## src/rtl/uart_tx.sv

```systemverilog
// rtl/uart_tx.sv - FIFO-buffered UART transmitter, 8N1 by default, 8E1 with UART_TX_PARITY_EN
module uart_tx #(
  parameter int FIFO_DEPTH = 4,
  parameter int STOP_BITS  = 1
) (
  input  logic       clk,
  input  logic       rst_n,
  input  logic       baud_tick,
  input  logic [7:0] tx_data,
  input  logic       tx_valid,
  output logic       tx_ready,
  output logic       tx,
  output logic       busy
);

  localparam int   PW        = $clog2(FIFO_DEPTH);
  localparam int   CW        = PW + 1;
  localparam logic STOP_LAST = 1'(STOP_BITS - 1);

`ifdef UART_TX_PARITY_EN
  typedef enum logic [2:0] {ST_IDLE, ST_START, ST_DATA, ST_PARITY, ST_STOP} state_t;
`else
  typedef enum logic [2:0] {ST_IDLE, ST_START, ST_DATA, ST_STOP} state_t;
`endif

  state_t          state;
  state_t          next_state;
  logic [7:0]      mem [FIFO_DEPTH];
  logic [PW-1:0]   wr_ptr;
  logic [PW-1:0]   rd_ptr;
  logic [CW-1:0]   count;
  logic            push;
  logic            pop;
  logic            fifo_empty;
  logic [7:0]      shift;
  logic [2:0]      bit_idx;
  logic            stop_cnt;
  logic            stop_final;
  logic            tx_next;
`ifdef UART_TX_PARITY_EN
  logic            parity_bit;
`endif

  assign fifo_empty = (count == '0);
  assign tx_ready   = (count != CW'(FIFO_DEPTH));
  assign push       = tx_valid && tx_ready;
  assign stop_final = (stop_cnt == STOP_LAST);
  assign busy       = (state != ST_IDLE) || !fifo_empty;

  // FIFO storage; contents need no reset because the pointers define validity
  always_ff @(posedge clk) begin
    if (push) mem[wr_ptr] <= tx_data;
  end

  // FIFO pointers and occupancy; a pop only happens when count was already non-zero
  always_ff @(posedge clk or negedge rst_n) begin
    if (!rst_n) begin
      wr_ptr <= '0;
      rd_ptr <= '0;
      count  <= '0;
    end else begin
      if (push) wr_ptr <= wr_ptr + PW'(1);
      if (pop)  rd_ptr <= rd_ptr + PW'(1);
      case ({push, pop})
        2'b10:   count <= count + CW'(1);
        2'b01:   count <= count - CW'(1);
        default: count <= count;
      endcase
    end
  end

  // State register
  always_ff @(posedge clk or negedge rst_n) begin
    if (!rst_n) state <= ST_IDLE;
    else        state <= next_state;
  end

  // Next-state logic; every transition waits for a bit-period boundary
  always_comb begin
    next_state = state;
    if (baud_tick) begin
      case (state)
        ST_IDLE:   if (!fifo_empty) next_state = ST_START;
        ST_START:  next_state = ST_DATA;
`ifdef UART_TX_PARITY_EN
        ST_DATA:   if (bit_idx == 3'd7) next_state = ST_PARITY;
        ST_PARITY: next_state = ST_STOP;
`else
        ST_DATA:   if (bit_idx == 3'd7) next_state = ST_STOP;
`endif
        ST_STOP:   if (stop_final) next_state = fifo_empty ? ST_IDLE : ST_START;
        default:   next_state = ST_IDLE;
      endcase
    end
  end

  // Output decode: next line level and FIFO pop at each frame start
  always_comb begin
    pop     = 1'b0;
    tx_next = tx;
    if (baud_tick) begin
      case (state)
        ST_IDLE: begin
          tx_next = 1'b1;
          if (!fifo_empty) begin
            pop     = 1'b1;
            tx_next = 1'b0;
          end
        end
        ST_START: tx_next = shift[0];
        ST_DATA: begin
          if (bit_idx != 3'd7) tx_next = shift[1];
`ifdef UART_TX_PARITY_EN
          else                 tx_next = parity_bit;
`else
          else                 tx_next = 1'b1;
`endif
        end
`ifdef UART_TX_PARITY_EN
        ST_PARITY: tx_next = 1'b1;
`endif
        ST_STOP: begin
          if (stop_final && !fifo_empty) begin
            pop     = 1'b1;
            tx_next = 1'b0;
          end
        end
        default: tx_next = 1'b1;
      endcase
    end
  end

  // Datapath: registered line, shift register, bit index and stop-bit counter
  always_ff @(posedge clk or negedge rst_n) begin
    if (!rst_n) begin
      tx       <= 1'b1;
      shift    <= '0;
      bit_idx  <= '0;
      stop_cnt <= 1'b0;
    end else begin
      tx <= tx_next;
      if (pop)                                shift <= mem[rd_ptr];
      else if (baud_tick && state == ST_DATA) shift <= {1'b0, shift[7:1]};
      if (baud_tick) begin
        bit_idx  <= (state == ST_DATA) ? bit_idx + 3'd1 : 3'd0;
        stop_cnt <= (state == ST_STOP && !stop_final) ? stop_cnt + 1'b1 : 1'b0;
      end
    end
  end

`ifdef UART_TX_PARITY_EN
  // Even parity is captured at load time, since the shift register is consumed bit by bit
  always_ff @(posedge clk or negedge rst_n) begin
    if (!rst_n)   parity_bit <= 1'b0;
    else if (pop) parity_bit <= ^mem[rd_ptr];
  end
`endif

endmodule

```

## config.mk

```make
export PLATFORM = sky130hd
export DESIGN_NAME = uart_tx
export DESIGN_NICKNAME = d
export VERILOG_FILES = /design/src/rtl/uart_tx.sv
export SDC_FILE = /design/constraint.sdc
export NUM_CORES = 1
export LEC_CHECK = 0
export ABC_AREA = 0
export CORE_ASPECT_RATIO = 0.75
export CORE_MARGIN = 3
export CORE_UTILIZATION = 50
export CTS_CLUSTER_DIAMETER = 150
export DETAILED_ROUTE_END_ITERATION = 10
export PLACE_DENSITY = 0.69
export REMOVE_ABC_BUFFERS = 1
export SYNTH_ARGS = -nofsm -noshare
export SYNTH_HDL_FRONTEND = slang
export SYNTH_SLANG_ARGS = --single-unit
```

## constraint.sdc

```tcl
create_clock -name clk -period 3.7 [get_ports clk]
set_input_delay 0.37 -clock clk [delete_from_list [all_inputs] [get_ports clk]]
set_output_delay 0.37 -clock clk [all_outputs]
set_load 0.05 [all_outputs]
```

==> Word-level counts from Yosys, hierarchy flattened <==
Memories as Yosys holds them, arrays and structs flattened.
Index checks and enable logic that the tools add are counted.
{ "classes": {"addsub": 6, "n_bitwise": 1, "mux": 20, "reduce_logical": 13, "n_eq_ne": 12} }
{ "ops": {"columns": ["op", "n"], "rows": [
  ["2-to-1 mux 8 bit", 2],
  ["2-to-1 mux 3 bit", 4],
  ["one-hot mux 3 bit (4 select lines)", 1],
  ["2-to-1 mux 1 bit", 10],
  ["!= test 2 bit (second input constant)", 4],
  ["adder 3 x 1 -> 3 bit (second input constant)", 2],
  ["equality test 3 x 2 -> 1 bit (second input constant)", 2],
  ["zero test 3 bit", 2],
  ["!= test 3 bit (second input constant)", 2],
  ["one-hot mux 3 bit (2 select lines)", 1],
  ["adder 2 x 1 -> 2 bit (second input constant)", 2],
  ["logical AND 1 bit", 4],
  ["one-hot mux 1 bit (4 select lines)", 1],
  ["AND reduction 4 bit", 1],
  ["nonzero test 2 bit", 2],
  ["equality test 3 x 1 -> 1 bit (second input constant)", 1],
  ["equality test 3 bit (second input constant)", 1],
  ["nonzero test 3 bit", 1],
  ["subtractor 3 x 1 -> 3 bit (second input constant)", 1],
  ["equality test 2 x 1 -> 1 bit (second input constant)", 1],
  ["equality test 2 bit (second input constant)", 1],
  ["one-hot mux 1 bit (2 select lines)", 1],
  ["AND reduction 2 bit", 1],
  ["adder 1 bit (second input constant)", 1],
  ["3 further kinds", 3]
]} }
{ "totals": {"memories": 1, "out_inout_bits": 3, "word_cells": 61, "ramBits": 32, "inputBits": 12, "reg_bits": 23} }
{ "memory_table": {"columns": ["name", "words", "word_bits", "rd", "rd_ports_with_merged_regs", "wr", "line", "text"], "rows": [
  ["mem", 4, 8, 1, 0, 1, "28", "logic [7:0] mem [FIFO_DEPTH];"]
]} }

==> Logic depth before layout (Yosys ltp) <==
{ "depth": {"depth_word": 8, "ltp_mapped": 11, "mapped_depth_nobuf": 11} }

==> Worst setup path after synthesis <==
Ideal clock, no wire load.
{ "synth_timing": {"path_type": "register to register", "from": "reg state[0]", "to": "reg count[2]", "required_time_ps": 3621, "path_stages_with_launch": 12, "setup_ps": 79, "t_arrival_ps": 2135, "setup_slack_ps": 1485, "n_path_buf": 0, "path_cell_list": "dfrtp_1 inv_1 ha_1 nor2b_1 o211ai_4 inv_1 ha_1 inv_1 fa_1 xor2_1 nor2_1 xor2_1"} }
{ "synth_between": {"elab_chain_len": 5, "word_cells_on_any_way": 8, "cone_classes": "eq/ne (3); mux (3); reduce/logical (2)"} }
{ "synth_lines": {"columns": ["item", "line", "text"], "rows": [
  ["start: declaration", "26", "state_t state;"],
  ["start signal: assignment", "75", "else state <= next_state;"],
  ["equality test 3 x 2 -> 1 bit / zero test 3 bit (equally long branches)", "102", "case (state)"],
  ["one-hot mux 1 bit (2 select lines) (*)", "102", null],
  ["2-to-1 mux 1 bit (*)", "101", "if (baud_tick) begin"],
  ["equality test 2 x 1 -> 1 bit / equality test 2 bit (equally long branches)", "64", "case ({push, pop})"],
  ["one-hot mux 3 bit (2 select lines) / nonzero test 2 bit (equally long branches)", null, null],
  ["end signal: assignment", "65", "2'b10: count <= count + CW'(1);"],
  ["end signal: assignment", "66", "2'b01: count <= count - CW'(1);"],
  ["end signal: assignment", "67", "default: count <= count;"],
  ["end: declaration", "31", "logic [CW-1:0] count;"]
]} }
Mark *: on every way between the ends. The rest lies on a longest branch, timed or not.
A chain may end at the register's enable or synchronous reset.

==> Worst setup path in the final report <==
{ "layout_timing": {"from": "reg state[0]", "to": "out busy"} }
{ "layout_between": {"elab_chain_len": 2} }
{ "layout_lines": {"columns": ["item", "line", "text"], "rows": [
  ["nonzero test 3 bit", "48", "assign busy = (state != ST_IDLE) || !fifo_empty;"],
  ["logical OR 1 bit", "48", null],
  ["end: declaration", "13", "output logic busy"]
]} }
No other way between the ends.

==> flow_summary.json <==
{
  "outcome": "completed",
  "preCtsSetupSlack_ps": 991,
  "postCtsSetupBuffers": 0,
  "synth_area_per_cell_um2": 16.4,
  "hpwlAfterDp_mm": 2.73,
  "maxSlewViolCount": 0,
  "hold_path.class": "flip-flop to flip-flop",
  "leakage_uw": 0.00106,
  "critical_path_class": "flip-flop to output port",
  "rsz0062_at_grt": "no",
  "diodes": 0,
  "hold_depth": 1,
  "place_area_um2": 2620,
  "cp.required_ps": 3330,
  "rows": 21,
  "fin_crit_ps": 2720,
  "synthFlopType": "edfxtp_1",
  "tritoncts": "built",
  "gp_congestion": 0.718,
  "hold_viol_final": 0,
  "finalWorstSetupSlack_ps": 976,
  "insertion_delay_ps": 300,
  "ir_worst_vdd_uv": 354,
  "grt_max_degree": 23,
  "synth-seq-cells": 54,
  "hold_end": "bit_idx[0]$_DFFE_PN0P_",
  "clk_pin_slew_worst_paths_ps": 80,
  "place_inst": 216,
  "netSwitchingFraction": 0.328,
  "r2r_slack_ps": 1270,
  "end_kind": "output port",
  "clkPwrFrac": 0.150,
  "die_x_um": 86.4,
  "numPortBuffers": 14,
  "synth-edff-count": 32,
  "h-tree-depth": 2,
  "max_freq_ghz": 0.367,
  "setup_violations": 0,
  "r2r_end": "count[2]$_DFFE_PN0P_",
  "drc_errors": 0,
  "grt.total_usage": 0.154,
  "cp_max_fo": 5,
  "vias": 1210,
  "post_cts_resized": 0,
  "fin_area_um2": 2700,
  "overflow": 0,
  "drive_above_1_share": 0.246,
  "setup_tns_ps": 0,
  "ys_warn_count": 0,
  "p_switching_uw": 665,
  "cts_root_buf": "clkbuf_8",
  "instances_no_fill": 224,
  "power_density_nw_per_um2": 752,
  "combPwrFrac": 0.367,
  "drtPass1Iterations": 4,
  "max_slew_margin": 0.322,
  "ant_nets": 0,
  "viasPerCell": 5.40,
  "ys_async_sr_fraction": 0.407,
  "fillerInstances": 359,
  "antenna_found_initial": 0,
  "start_kind": "flip-flop",
  "die_h_um": 66.3,
  "wire_per_inst_um": 16.9,
  "grt_pass1_vias": 1265,
  "syn_area_um2": 2420,
  "internal_power_uw": 1360,
  "first_iter_violations": 53,
  "cp.arrival_ps": 2350,
  "clockBufferDepth": 2,
  "drt_wl_total_mm": 3.78,
  "hold_start": "bit_idx[0]$_DFFE_PN0P_",
  "rr_startpoint": "state[0]$_DFFE_PN0P_",
  "area_growth_pct": 11.4,
  "hold_buffers": 0,
  "reg2regPathDepth": 11,
  "die_area_um2": 5720,
  "numCtsBuffers": 5,
  "final_nets": 190,
  "synthCells": 148,
  "coreArea_um2": 4570,
  "utilization": 0.590,
  "initial_core_util": 0.530,
  "p_seq_frac": 0.483,
  "clock_sinks": 54,
  "grt_pass1_wl_mm": 6.40,
  "tightestPinTransition_ps": 1010,
  "fin_crit_sh": 0.736,
  "synth_cell_types": 36,
  "fin_skew_ps": 4.48,
  "num_io_pins": 15,
  "cap_violations": 0,
  "synth_seq_area_share": 0.625
}
==> power groups by stage <==
stage                     Combinational, µW  Sequential [µW]  Clock (µW)
after global placement                  727              978           0
after global routing                    825             1000         345
after floorplan                         578              964           0
final                                   743              979         305
after CTS                               754              981         312
after detailed placement                751              994           0
==> cells in the mapped netlist (2+ instances only) <==
cell type | n | area [µm²]
edfxtp_1 | 32 | 961
o21ai_0 | 4 | 20.0
nand3_1 | 2 | 10.0
ha_1 | 11 | 138
mux2_2 | 15 | 169
mux4_2 | 8 | 180
xor2_1 | 2 | 17.5
and3_2 | 4 | 30.0
nand2_1 | 4 | 15.0
mux2i_1 | 2 | 20.0
nor2b_1 | 3 | 18.8
xnor2_1 | 4 | 35.0
dfrtp_1 | 21 | 526
nor2_1 | 2 | 7.51
inv_1 | 13 | 48.8
==> metal layers <==
layer	vias up	part of all wire	global-route usage
li1	575	-	-
met5	-	0	0
met4	0	0.016	0.0584
met2	18	0.48	0.240
met3	8	0.033	0.0386
met1	609	0.47	0.211
==> cells by family after synthesis <==
logic type	count (synthesis)	synth area share
flops	54	0.625
xor+xnor	6	0.0217
fa+ha+maj	12	0.0651
compound gates	10	0.0331
buf+inv	16	0.0269
mux	27	0.163
simple gates	23	0.0651
==> critical path: stages (launching register included) <==
cell and delay [ps]:
dfrtp_1 410, inv_1 110, ha_1 290, or4b_4 520, clkdlybuf4s50_1 720
==> through the flow <==
step,hold slack [ps],power (µW)
final,488,2030
after global routing,548,2180
after CTS,497,2050
after detailed placement,485,1740
after global placement,473,1700
after floorplan,74.4,1540
==> how the worst max path moves through the flow <==
| stage | from | end | cells past startpoint |
|---|---|---|---|
| after floorplan | state[0]$_DFFE_PN0P_ | count[2]$_DFFE_PN0P_ | 11 |
| after global placement | baud_tick | count[2]$_DFFE_PN0P_ | 10 |
| after detailed placement | baud_tick | count[2]$_DFFE_PN0P_ | 10 |
| after CTS | state[0]$_DFFE_PN0P_ | busy | 4 |
| after global routing | state[0]$_DFFE_PN0P_ | busy | 4 |
| final | state[0]$_DFFE_PN0P_ | busy | 4 |
==> sequential cells by signal (all words and copies together), names as in the netlist <==
name and count:
shift 8, mem 32, bit_idx 3, wr_ptr 2, state 2, stop_cnt 1, count 3, tx 1
rd_ptr 2
==> layout by cell type (no fill, tap or decap), types with 2 or more instances in the layout <==
master / count
mux2i_1: 2
and3_2: 4
xor2_1: 2
mux2_2: 15
clkbuf_8: 5
clkdlybuf4s50_1: 14
mux4_2: 8
o21ai_0: 4
dfrtp_1: 21
edfxtp_1: 32
xnor2_1: 4
inv_1: 13
ha_1: 11
nor2_1: 2
clkbuf_1: 2
nor2b_1: 3
nand3_1: 2
nand2_1: 4
==> area by class of cell <==
| cell class | count | area (µm²) | share of cell area |
|---|---|---|---|
| multi-input cells | 78 | 843 | 0.313 |
| flip-flops and latches | 54 | 1510 | 0.561 |
| clock inverters | 1 | 3.75 | 0.00139 |
| clock buffers | 7 | 76.3 | 0.0283 |
| well taps | 57 | 71.3 | 0.0265 |
| inverters | 13 | 48.8 | 0.0181 |
| repair buffers | 14 | 140 | 0.0520 |
No activity file was read; power rests on OpenSTA's default activity.
==> RTL change 1 (same flow settings) <==
The parameter `FIFO_DEPTH` goes from 4 to 8.
--- a/src/rtl/uart_tx.sv
+++ b/src/rtl/uart_tx.sv
@@ -1,6 +1,6 @@
 // rtl/uart_tx.sv - FIFO-buffered UART transmitter, 8N1 by default, 8E1 with UART_TX_PARITY_EN
 module uart_tx #(
-  parameter int FIFO_DEPTH = 4,
+  parameter int FIFO_DEPTH = 8,
   parameter int STOP_BITS  = 1
 ) (
   input  logic       clk,
Check against the original RTL: not equivalent (a bounded check fails within 10 cycles, from zero or initial values and one cycle with rst_n low).
==> RTL change 1 against the original RTL <==
Cell area is 59% higher. Sequential cell count is 35 higher. Critical path type is now reg2reg. Fmax is 0.49% higher. Highest routed layer unchanged. Largest cell class unchanged. Hold slack worse by 0.10 ns. Area after synthesis is 59% higher. Routed wire length is 67% higher. Total power is 50% higher. Worst setup slack better by 0.013 ns.
==> RTL change 1: results (changes against the original RTL) <==
[cells_and_area]
reg_top3=mem: 64 flops, shift: 8 flops, count: 4 flops
nets=277  ; +46%
drive_gt1_share_pct=12.8  ; -12 points
diodes=0  ; unchanged

[synthesis]
ys_seq_area_share_pct=66.2  ; +3.7 points
ys_warn_count=0  ; unchanged
synthTopCellsByCount=64 x edfxtp_1, 24 x dfrtp_1, 13 x mux4_1
yosysUniqueCellTypes=37  ; +2.8%
synth.area.top_cells=edfxtp_1 50%, dfrtp_1 16%, mux4_1 8.9%
synthArstFlopShare_pct=28.1  ; -13 points
ys.flop_type=edfxtp_1
synth_edf_count=64  ; +100%

[worst_setup_path]
reg2regPathDepth=11  ; unchanged
crit_path_max_incr_delay_ns=0.57  ; -0.15 ns
cp_max_fo=20  ; +15
slowest_stage=or4_4
cp_data_arrival_time_ns=2.94  ; +0.59 ns

[sta]
max-slew-margin-rel_pct=36.6  ; +4.4 points
fin_worst_skew_ns=0.00825  ; +0.00377 ns
setup_viol_count_final=0  ; unchanged

[global_routing]
grt_max_degree=26  ; +13%
use_met2_pct=23.9  ; -0.043 points
grtUsageMet3_pct=5.26  ; +1.4 points
antenna_found_initial=0  ; unchanged
grt_pass1_wl_mm=10.2  ; +60%
grt_pass1_vias=1901  ; +50%
met1_usage_pct=22.5  ; +1.4 points
track_usage_pct=16.0  ; +0.53 points

[clock_tree]
clk_path_buf_depth=2  ; unchanged
post-cts-setup-buffers=0  ; unchanged
clk_latency_ns=0.35  ; +0.05 ns
htreeDepth=3  ; +1
cts_buffers=9  ; +4
cts.clk_slew.worst_paths_ns=0.09
cts-root-buf=clkbuf_8
cts_resized=0  ; unchanged

[route]
vias=1975  ; +63%
firstDrtPassIters=4  ; unchanged
wirelength_mm=6.30  ; +67%
first_iter_violations=66  ; +25%

[status]
status=finished clean

[power]
power.internal_uw=2030  ; +49%
irDropWorstVdd_mv=0.255  ; -28%
p_leak_uw=0.00158  ; +49%

[place]
hpwl_mm=4.08  ; +49%
port_buffers=14  ; unchanged
place_congestion=0.800  ; +11%

[worst_hold_path]
hold_class=in2async

[RTL change 1: final cells by class]
class / count / area (um2)
Inverter: 8 / 30.0
Sequential cell: 89 / 2550
Multi-Input combinational cell: 124 / 1200
Fill cell: 569 / 3120
Tap cell: 101 / 126
Clock buffer: 10 / 128
Timing Repair Buffer: 22 / 200
Clock inverter: 5 / 41.3
[RTL change 1: worst max-delay path, delay by kind of cell, from the launching register on]
kind | cells | cell delay [ns]
AO/OA/AOI/OAI | 2 | 0.24
adder cells (fa/ha/maj) | 2 | 0.44
AND/OR/NAND/NOR | 2 | 0.63
XOR/XNOR | 3 | 0.46
buffers and inverters | 2 | 0.36
flip-flops | 1 | 0.45
[RTL change 1: worst paths after layout]
check	from	to	slack [ns]
min in group clk	bit_idx[0]	bit_idx[0]	0.48
hold reg to reg	bit_idx[0]	bit_idx[0]	0.48
setup reg to reg	count[2]	count[2]	0.99
max in group asynchronous	rst_n	tx	3.02
setup / recovery	count[2]	count[2]	0.99
hold / removal	rst_n	wr_ptr[1]	0.38
[RTL change 1: logic make-up (layout without fill, tap and decap cells)]
family | Yosys count | count (layout) | synth area share, %
adders and majority gates | 11 | 11 | 3.57
AOI/OAI and AO/OA | 32 | 32 | 5.62
xor gates and xnor gates | 9 | 9 | 2.05
and+or+nand+nor | 44 | 44 | 5.98
muxes | 28 | 28 | 13.9
DFF | 89 | 89 | 66.2
buffers and inverters | 19 | 45 | 2.66
[RTL change 1: power by group through the flow]
stage	registers, uW	clock network (uW)	logic [uW]
6_report	1550	580	915
3_5_place_dp	1570	0	924
5_1_grt	1590	639	1010
3_3_place_gp	1560	0	905
4_1_cts	1550	595	926
2_1_floorplan	1520	0	674
[RTL change 1: per-stage QoR]
| stage | cells | hold WS [ns] | area (um2) | setup slack, ns | total power (uW) |
|---|---|---|---|---|---|
| after floorplan | 221 | 0.0744 | 3780 | 1.02 | 2200 |
| after global routing | 359 | 0.387 | 4270 | 0.868 | 3240 |
| final | 359 | 0.384 | 4270 | 0.989 | 3040 |
| after global placement | 344 | 0.478 | 4110 | 1.04 | 2470 |
| after detailed placement | 344 | 0.477 | 4110 | 1.01 | 2500 |
| after CTS | 359 | 0.379 | 4270 | 0.994 | 3070 |
[RTL change 1: per-layer routing]
| layer | routed length [um] | share of wire, % | vias up |
|---|---|---|---|
| met1 | 3080 | 49 | 986 |
| met5 | 0 | 0 | - |
| met3 | 245 | 3.9 | 7 |
| li1 | - | - | 948 |
| met2 | 2910 | 46 | 34 |
| met4 | 68 | 1.1 | 0 |
==> RTL change 2 (config.mk and constraints unchanged) <==
Made on the original files. Register the output `tx` once more, cleared by the reset; this adds one clock of latency there. The other outputs are not delayed to match.
--- a/src/rtl/uart_tx.sv
+++ b/src/rtl/uart_tx.sv
@@ -16,6 +16,8 @@
   localparam int   PW        = $clog2(FIFO_DEPTH);
   localparam int   CW        = PW + 1;
   localparam logic STOP_LAST = 1'(STOP_BITS - 1);
+
+  logic tx_s0;
 
 `ifdef UART_TX_PARITY_EN
   typedef enum logic [2:0] {ST_IDLE, ST_START, ST_DATA, ST_PARITY, ST_STOP} state_t;
@@ -97,7 +99,7 @@
   // Output decode: next line level and FIFO pop at each frame start
   always_comb begin
     pop     = 1'b0;
-    tx_next = tx;
+    tx_next = tx_s0;
     if (baud_tick) begin
       case (state)
         ST_IDLE: begin
@@ -133,12 +135,12 @@
   // Datapath: registered line, shift register, bit index and stop-bit counter
   always_ff @(posedge clk or negedge rst_n) begin
     if (!rst_n) begin
-      tx       <= 1'b1;
+      tx_s0    <= 1'b1;
       shift    <= '0;
       bit_idx  <= '0;
       stop_cnt <= 1'b0;
     end else begin
-      tx <= tx_next;
+      tx_s0 <= tx_next;
       if (pop)                                shift <= mem[rd_ptr];
       else if (baud_tick && state == ST_DATA) shift <= {1'b0, shift[7:1]};
       if (baud_tick) begin
@@ -156,5 +158,13 @@
   end
 `endif
 
+  always_ff @(posedge clk or negedge rst_n) begin
+    if (!rst_n) begin
+      tx <= '0;
+    end else begin
+      tx <= tx_s0;
+    end
+  end
+
 endmodule
 
Behaviour: not the same (Yosys sat finds a counterexample within 4 cycles, from zero or initial values and one cycle with rst_n low).
==> RTL change 2 against the original RTL <==
Non-clock buffer count stayed put. Routed wire length shrank 4.3%. Sequential cell count up 1. Count of clock-buffer cells in the layout shrank 1. Area after synthesis up 1.0%. Total power grew 4.5%. Sequential share of layout area down 0.21 points. Worst setup slack better by 0.00082 ns. Cell area increased by 2.0%.
==> RTL change 2: results (changes against the original RTL) <==
[place]
hpwl_mm=2.68  ; -1.7%
place_congestion=0.830  ; +16%
place_area_um2=2640  ; +0.96%

[synthesis]
synthArstFlopShare_pct=41.8  ; +1.1 points
ys_seq_area_share_pct=62.9  ; +0.38 points
synthTopCellsByCount=32 x edfxtp_1, 22 x dfrtp_1, 15 x mux2_2
synth.area.top_cells=edfxtp_1 39%, dfrtp_1 23%, mux4_2 7.4%

[worst_hold_path]
holdPathStages=0  ; -1
holdPathEnd=tx
hold_class=reg2reg

[status]
status=finished clean

[global_routing]
grt_pass1_vias=1337  ; +5.7%
antenna_found_initial=0  ; unchanged
grt_pass1_wl_mm=6.38  ; -0.44%
track_usage_pct=14.7  ; -0.68 points
grt_max_degree=24  ; +4.3%

[worst_setup_path]
reg2regPathDepth=11  ; unchanged
reg2reg_slack_ns=1.24  ; -0.03 ns

[power]
p_switching_uw=670  ; +0.75%
irDropWorstVdd_mv=0.347  ; -1.9%
p_leak_uw=0.00108  ; +2.2%

[route]
wirelength_mm=3.61  ; -4.3%
wl_met2_mm=1.74  ; -3.8%
met1_length_mm=1.65  ; -7.1%

[cells_and_area]
nets=191  ; +0.53%
drive_gt1_share_pct=25.6  ; +1.0 points

[clock_tree]
cts.clk_slew.worst_paths_ns=0.09

-- RTL change 2: cell types whose count changed after synthesis, sizes merged --
cell and change:
dfrtp +1
-- RTL change 2: stage by stage --
step	hold WS (ns)	cells	setup WS [ns]
floorplan	0.0744	146	1.49
global placement	0.392	217	1.05
detailed placement	0.395	217	0.974
CTS	0.407	225	0.969
global route	0.416	225	0.857
finish	0.406	225	0.976
-- RTL change 2: layout make-up --
type	count	area, um2
clock inverter	2	37.5
clock buffer	6	72.6
fill	340	1850
tap	57	71.3
timing repair buffer	14	140
sequential	55	1540
inverter	13	48.8
multi-input combinational	78	843
-- RTL change 2: worst max path at each step --
stage | from | endpoint | slack [ns]
floorplan | state[0] | count[2] | 1.49
global placement | baud_tick | count[2] | 1.05
detailed placement | baud_tick | count[2] | 0.97
CTS | state[0] | busy | 0.97
global route | state[0] | busy | 0.86
finish | state[0] | busy | 0.98
-- RTL change 2: metal layers --
| layer | global-route usage [%] | vias up |
|---|---|---|
| met5 | 0 | - |
| met4 | 4.67 | 0 |
| met3 | 3.71 | 4 |
| met2 | 23.6 | 21 |
| met1 | 19.9 | 610 |
| li1 | - | 583 |
-- RTL change 2: cells by family after synthesis --
kind of cell,synth area share (%)
buffers and inverters,2.66
and+or+nand+nor,6.45
DFF,62.9
xor gates and xnor gates,2.15
adders and majority gates,6.44
AOI/OAI and AO/OA,3.27
muxes,16.2
-- RTL change 2: power by group through the flow --
| stage | clock (uW) | sequential [uW] | combinational (uW) |
|---|---|---|---|
| final | 384 | 989 | 745 |
| after global routing | 426 | 1020 | 833 |
| after CTS | 394 | 995 | 758 |
| after detailed placement | 0 | 1010 | 754 |
| after global placement | 0 | 995 | 728 |
| after floorplan | 0 | 980 | 578 |
